[src/rtl/raycast_scheduler.sv]
`default_nettype none
// ============================================================================
// Module   : raycast_scheduler
// Purpose  : Per-frame sequencer for the raycaster. On each accepted frame
//            start it latches the player pose, then for every screen column
//            issues one ray request, waits for the result (bounded by a
//            timeout) and writes {side, height} into the column line buffer.
// Options  : RAYCAST_DOUBLE_BUFFER_EN adds buf_bank / disp_bank bank
//            selects. The bank toggles only on a completed frame.
// Revision : 1.0 - initial release
// ============================================================================
module raycast_scheduler #(
    parameter int NUM_COLS = 160,
    parameter int COL_W    = 8,
    parameter int HEIGHT_W = 8,
    parameter int POS_W    = 16,
    parameter int ANG_W    = 8,
    parameter int TIMEOUT  = 1023
) (
    input  logic                clk,
    input  logic                RST,
    input  logic                frame_start,
    input  logic                enable,
    input  logic [POS_W-1:0]    pos_x_in,
    input  logic [POS_W-1:0]    pos_y_in,
    input  logic [ANG_W-1:0]    angle_in,
    output logic                ray_start,
    output logic [COL_W-1:0]    ray_col,
    output logic [POS_W-1:0]    ray_pos_x,
    output logic [POS_W-1:0]    ray_pos_y,
    output logic [ANG_W-1:0]    ray_angle,
    input  logic                ray_done,
    input  logic [HEIGHT_W-1:0] ray_height,
    input  logic                ray_side,
    output logic                buf_we,
    output logic [COL_W-1:0]    buf_addr,
    output logic [HEIGHT_W:0]   buf_wdata,
    output logic                busy,
    output logic                frame_done,
    output logic                overrun,
    output logic                timeout_err
`ifdef RAYCAST_DOUBLE_BUFFER_EN
    ,
    output logic                buf_bank,
    output logic                disp_bank
`endif
);

    // Timeout counter only needs to reach TIMEOUT.
    localparam int TMO_W = $clog2(TIMEOUT + 1);
    localparam logic [TMO_W-1:0] TMO_LAST = TMO_W'(TIMEOUT - 1);
    localparam logic [TMO_W-1:0] TMO_ONE  = TMO_W'(1);
    localparam logic [COL_W-1:0] LAST_COL = COL_W'(NUM_COLS - 1);
    localparam logic [COL_W-1:0] COL_ONE  = COL_W'(1);

    typedef enum logic [2:0] {
        S_IDLE  = 3'd0,
        S_LATCH = 3'd1,
        S_ISSUE = 3'd2,
        S_WAIT  = 3'd3,
        S_WRITE = 3'd4,
        S_DONE  = 3'd5
    } state_t;

    state_t              state_q,       state_d;
    logic [COL_W-1:0]    col_q,         col_d;
    logic [TMO_W-1:0]    tmo_cnt_q,     tmo_cnt_d;
    logic [POS_W-1:0]    pos_x_q,       pos_x_d;
    logic [POS_W-1:0]    pos_y_q,       pos_y_d;
    logic [ANG_W-1:0]    angle_q,       angle_d;
    logic                ray_start_q,   ray_start_d;
    logic [COL_W-1:0]    ray_col_q,     ray_col_d;
    logic                buf_we_q,      buf_we_d;
    logic [COL_W-1:0]    buf_addr_q,    buf_addr_d;
    logic [HEIGHT_W:0]   buf_wdata_q,   buf_wdata_d;
    logic                busy_q,        busy_d;
    logic                frame_done_q,  frame_done_d;
    logic                overrun_q,     overrun_d;
    logic                timeout_err_q, timeout_err_d;
`ifdef RAYCAST_DOUBLE_BUFFER_EN
    logic                buf_bank_q,    buf_bank_d;
`endif

    // Next-state and next-output logic; pulses are prepared one cycle ahead
    // so that every output comes straight from a flop.
    always_comb begin
        state_d       = state_q;
        col_d         = col_q;
        tmo_cnt_d     = tmo_cnt_q;
        pos_x_d       = pos_x_q;
        pos_y_d       = pos_y_q;
        angle_d       = angle_q;
        ray_start_d   = 1'b0;
        ray_col_d     = ray_col_q;
        buf_we_d      = 1'b0;
        buf_addr_d    = buf_addr_q;
        buf_wdata_d   = buf_wdata_q;
        frame_done_d  = 1'b0;
        overrun_d     = overrun_q | (frame_start & (state_q != S_IDLE));
        timeout_err_d = timeout_err_q;
`ifdef RAYCAST_DOUBLE_BUFFER_EN
        buf_bank_d    = buf_bank_q;
`endif
        case (state_q)
            S_IDLE: begin
                if (frame_start && enable) begin
                    state_d = S_LATCH;
                end
            end
            S_LATCH: begin
                // Pose is frozen here for the whole frame.
                pos_x_d     = pos_x_in;
                pos_y_d     = pos_y_in;
                angle_d     = angle_in;
                col_d       = '0;
                ray_start_d = 1'b1;
                ray_col_d   = '0;
                state_d     = S_ISSUE;
            end
            S_ISSUE: begin
                tmo_cnt_d = '0;
                state_d   = S_WAIT;
            end
            S_WAIT: begin
                if (ray_done) begin
                    // A result on the expiry cycle still counts as a result.
                    buf_we_d    = 1'b1;
                    buf_addr_d  = col_q;
                    buf_wdata_d = {ray_side, ray_height};
                    state_d     = S_WRITE;
                end else begin
                    tmo_cnt_d = tmo_cnt_q + TMO_ONE;
                    if (tmo_cnt_q == TMO_LAST) begin
                        buf_we_d      = 1'b1;
                        buf_addr_d    = col_q;
                        buf_wdata_d   = '0;
                        timeout_err_d = 1'b1;
                        state_d       = S_WRITE;
                    end
                end
            end
            S_WRITE: begin
                if (!enable) begin
                    state_d = S_IDLE;
                end else if (col_q == LAST_COL) begin
                    frame_done_d = 1'b1;
                    state_d      = S_DONE;
                end else begin
                    col_d       = col_q + COL_ONE;
                    ray_start_d = 1'b1;
                    ray_col_d   = col_q + COL_ONE;
                    state_d     = S_ISSUE;
                end
            end
            S_DONE: begin
`ifdef RAYCAST_DOUBLE_BUFFER_EN
                // Only a complete frame swaps the banks.
                buf_bank_d = ~buf_bank_q;
`endif
                state_d = S_IDLE;
            end
            default: begin
                state_d = S_IDLE;
            end
        endcase
        busy_d = (state_d != S_IDLE);
    end

    // State and output registers with asynchronous active-low reset.
    always_ff @(posedge clk or negedge RST) begin
        if (!RST) begin
            state_q       <= S_IDLE;
            col_q         <= '0;
            tmo_cnt_q     <= '0;
            pos_x_q       <= '0;
            pos_y_q       <= '0;
            angle_q       <= '0;
            ray_start_q   <= 1'b0;
            ray_col_q     <= '0;
            buf_we_q      <= 1'b0;
            buf_addr_q    <= '0;
            buf_wdata_q   <= '0;
            busy_q        <= 1'b0;
            frame_done_q  <= 1'b0;
            overrun_q     <= 1'b0;
            timeout_err_q <= 1'b0;
`ifdef RAYCAST_DOUBLE_BUFFER_EN
            buf_bank_q    <= 1'b0;
`endif
        end else begin
            state_q       <= state_d;
            col_q         <= col_d;
            tmo_cnt_q     <= tmo_cnt_d;
            pos_x_q       <= pos_x_d;
            pos_y_q       <= pos_y_d;
            angle_q       <= angle_d;
            ray_start_q   <= ray_start_d;
            ray_col_q     <= ray_col_d;
            buf_we_q      <= buf_we_d;
            buf_addr_q    <= buf_addr_d;
            buf_wdata_q   <= buf_wdata_d;
            busy_q        <= busy_d;
            frame_done_q  <= frame_done_d;
            overrun_q     <= overrun_d;
            timeout_err_q <= timeout_err_d;
`ifdef RAYCAST_DOUBLE_BUFFER_EN
            buf_bank_q    <= buf_bank_d;
`endif
        end
    end

    assign ray_start   = ray_start_q;
    assign ray_col     = ray_col_q;
    assign ray_pos_x   = pos_x_q;
    assign ray_pos_y   = pos_y_q;
    assign ray_angle   = angle_q;
    assign buf_we      = buf_we_q;
    assign buf_addr    = buf_addr_q;
    assign buf_wdata   = buf_wdata_q;
    assign busy        = busy_q;
    assign frame_done  = frame_done_q;
    assign overrun     = overrun_q;
    assign timeout_err = timeout_err_q;
`ifdef RAYCAST_DOUBLE_BUFFER_EN
    assign buf_bank    = buf_bank_q;
    assign disp_bank   = ~buf_bank_q;
`endif

endmodule
`default_nettype wire

[config.mk]
export PLATFORM = sky130hd
export DESIGN_NAME = raycast_scheduler
export DESIGN_NICKNAME = d
export VERILOG_FILES = /design/src/rtl/raycast_scheduler.sv
export SDC_FILE = /design/constraint.sdc
export NUM_CORES = 1
export LEC_CHECK = 0
export CAP_MARGIN = 20
export CORE_UTILIZATION = 45
export CTS_CLUSTER_DIAMETER = 30
export CTS_CLUSTER_SIZE = 14
export DETAILED_ROUTE_END_ITERATION = 10
export PLACE_DENSITY_LB_ADDON = 0.08
export SLEW_MARGIN = 20
export SYNTH_ARGS = -nofsm -noshare
export SYNTH_HDL_FRONTEND = slang
export SYNTH_SLANG_ARGS = --single-unit
[constraint.sdc]
create_clock -name clk -period 1.95 [get_ports clk]
set_input_delay 0.2925 -clock clk [delete_from_list [all_inputs] [get_ports clk]]
set_output_delay 0.2925 -clock clk [all_outputs]
set_load 0.02 [all_outputs]
==> out/metrics.yaml <==
core_sq_um: 7370
leakage_nw: 2.43
r2r.worst_path.cells: 6
insertion_delay_ns: 0.34
firstDrtPassIters: 7
drt-initial-drc-count: 88
diodes: 0
drive_gt1_share_pct: 8.33
critical_path_class: "reg2reg"
fmax_mhz: 544
met1_length_um: 3590
syn_nets: 401
p_per_area_nw_per_um2: 1430
wl_met2_um: 3900
ys_seq_area_share_pct: 60.2
fp.dieArea_sq_um: 8110
die_w_um: 90.1
met3_length_um: 659
hpwl_um: 5630
fin_ws_ns: 0.110
grt_pass1_wl_um: 13900
post-cts-setup-buffers: 0
avgRoutedWirePerCell_um: 14.2
highest_layer: "met4"
path_max_fanout: 19
critPathLaunchType: "flip-flop"
drv_cap: 0
clock_path_buffers: 2
ys_seq_elements: 84
arrival_ns: 2.07
io_buffers: 124
grt_use_total_pct: 21.4
fp-row-count: 31
antenna_found_initial: 0
yosys_warnings: 0
crit_required_ns: 2.18
final_cells: 579
clkSinkCount: 84
fillers: 568
hold_viol_final: 0
syn_area_sq_um: 3490
syn2layout_area_growth_pct: 46.0
ys.flop_type: "dfrtp_1"
place_ws_ns: 0.121
placed_cell_area_sq_um: 4880
stdcell_area_sq_um: 5100
fin_worst_skew_ns: 0.00895
root_buffer: "clkbuf_8"
fin_crit_sh_pct: 94.3
cts_made_buffers: 9
cts_tree: "done"
syn_inst: 344
path_clk_slew_ns: 0.08
gp_congestion: 0.833
end_kind: "flip-flop"
async_flop_share_pct: 100
irDropWorstVdd_mv: 0.762
setup_tns_ns: 0
drc: 0
nets: 532
vias: 2898
dp.cells: 562
status: "completed"
ios: 125
fin_crit_ns: 1.84
wl_um: 8250
finalSetupViolCount: 0
syn_area_per_cell_sq_um: 10.1
synth.distinct_cells: 38
rsz0062_at_grt: "false"
ant_nets: 0
grt_start_max_net_pins: 51
viasPerCell: 5.01
gr-total-overflow: 0
first_global_vias: 2905
cts_max_level: 3
relSlewSlack_pct: 68.6
fin_util_pct: 69.2
die_h_um: 90.1
finalMaxSlewViolations: 0
hold_path_class: "in2async"
synth_edf_count: 0
tightest_slew_ns: 0.471
start_util_pct: 47.4
cell usage after synthesis (3+ instances only):
| library cell | number | area share, % |
|---|---|---|
| nand2b_1 | 4 | 0.72 |
| mux2_4 | 8 | 3.4 |
| nand4_1 | 5 | 0.90 |
| a21oi_1 | 5 | 0.72 |
| nand2_1 | 135 | 15 |
| inv_1 | 5 | 0.54 |
| nor2_1 | 11 | 1.2 |
| and4_1 | 3 | 0.75 |
| nor3_1 | 5 | 0.72 |
| o31ai_1 | 3 | 0.65 |
| ha_1 | 3 | 1.1 |
| xnor2_1 | 3 | 0.75 |
| nand3_1 | 10 | 1.4 |
| clkbuf_1 | 10 | 1.1 |
| o21ai_0 | 4 | 0.57 |
| xor2_1 | 5 | 1.3 |
| dfrtp_1 | 84 | 60 |
| and3_1 | 4 | 0.72 |
| buf_6 | 3 | 0.97 |
| a22o_1 | 9 | 2.3 |
kinds of logic after synthesis:
| group | count (synthesis) | synth area share (%) |
|---|---|---|
| simple gates | 190 | 24.0 |
| flops | 84 | 60.2 |
| compound gates | 30 | 6.13 |
| buf+inv | 21 | 3.08 |
| xor+xnor | 8 | 2.01 |
| mux | 8 | 3.44 |
| fa+ha+maj | 3 | 1.08 |
through the flow:
step | hold slack, ns | power (mW)
after floorplan | -0.00309 | 4.46
after global placement | 0.281 | 5.97
after detailed placement | 0.285 | 6.05
after CTS | 0.454 | 7.35
after global routing | 0.464 | 7.73
final | 0.448 | 7.27
final cells by class:
class / instances / area (sq um) / area share [%]
timing repair buffer: 136 / 1360 / 26.6
multi-input combinational: 239 / 1290 / 25.4
tap: 99 / 124 / 2.43
sequential: 84 / 2100 / 41.2
inverter: 5 / 18.8 / 0.368
clock inverter: 4 / 47.5 / 0.933
clock buffer: 12 / 155 / 3.04
power breakdown:
group          internal, mW  switching [mW]
logic                  1.51            1.82
registers              2.32           0.355
clock network         0.659           0.605
what timing repair did:
action / in CTS / in global routing
endpoints found under the setup margin: 0 / 1
hold buffers: 1 / 0
resized for setup: 0 / 1
endpoints found under the hold margin: 34 / 0
critical path: stages, from the launching register on:
cell and delay, ns:
dfrtp_1 0.43, ha_1 0.20, and4_1 0.22, a31oi_2 0.21, or2_1 0.17, buf_12 0.18
mux2_4 0.31
placed cells by master (no fill, tap or decap), drive strengths merged, types with 4 or more instances in the layout:
cell type and n:
nand2 136, clkdlybuf4s50 123, dfrtp 84, clkbuf 12
buf 12, nor2 11, nand3 10, a22o 9
mux2 8, nor3 6, inv 5, nand4 5
xor2 5, a21oi 5, o21ai 5, nand2b 4
and3 4
worst paths after layout:
kind	start	end	slack (ns)
worst max-delay path	tmo_cnt_q[1]$_DFFE_PN0P_	buf_addr[6]$_DFFE_PN0P_	0.11
worst min-delay path	RST	ray_pos_x[14]$_DFFE_PN0P_	0.45
worst max register to register	tmo_cnt_q[1]$_DFFE_PN0P_	buf_addr[6]$_DFFE_PN0P_	0.11
worst min register to register	ray_pos_x[4]$_DFFE_PN0P_	ray_pos_x[4]$_DFFE_PN0P_	0.48
max in group asynchronous	RST	ray_pos_y[2]$_DFFE_PN0P_	0.88
min in group clk	pos_y_in[4]	ray_pos_y[4]$_DFFE_PN0P_	0.47
routing by layer:
layer	track usage, %	vias to the layer above
met4	6.85	0
met1	27.3	1395
li1	-	1405
met5	0	-
met2	34.4	87
met3	7.19	11
state kept, by name, indices dropped and copies added, names as in the netlist:
| register | cells |
|---|---|
| ray_col | 8 |
| tmo_cnt_q | 10 |
| state_q | 3 |
| timeout_err | 1 |
| overrun | 1 |
| buf_wdata | 9 |
| busy | 1 |
| ray_pos_x | 16 |
| ray_pos_y | 16 |
| frame_done | 1 |
| buf_we | 1 |
| buf_addr | 8 |
| ray_angle | 8 |
| ray_start | 1 |
Power figures use the tool's default switching activity.
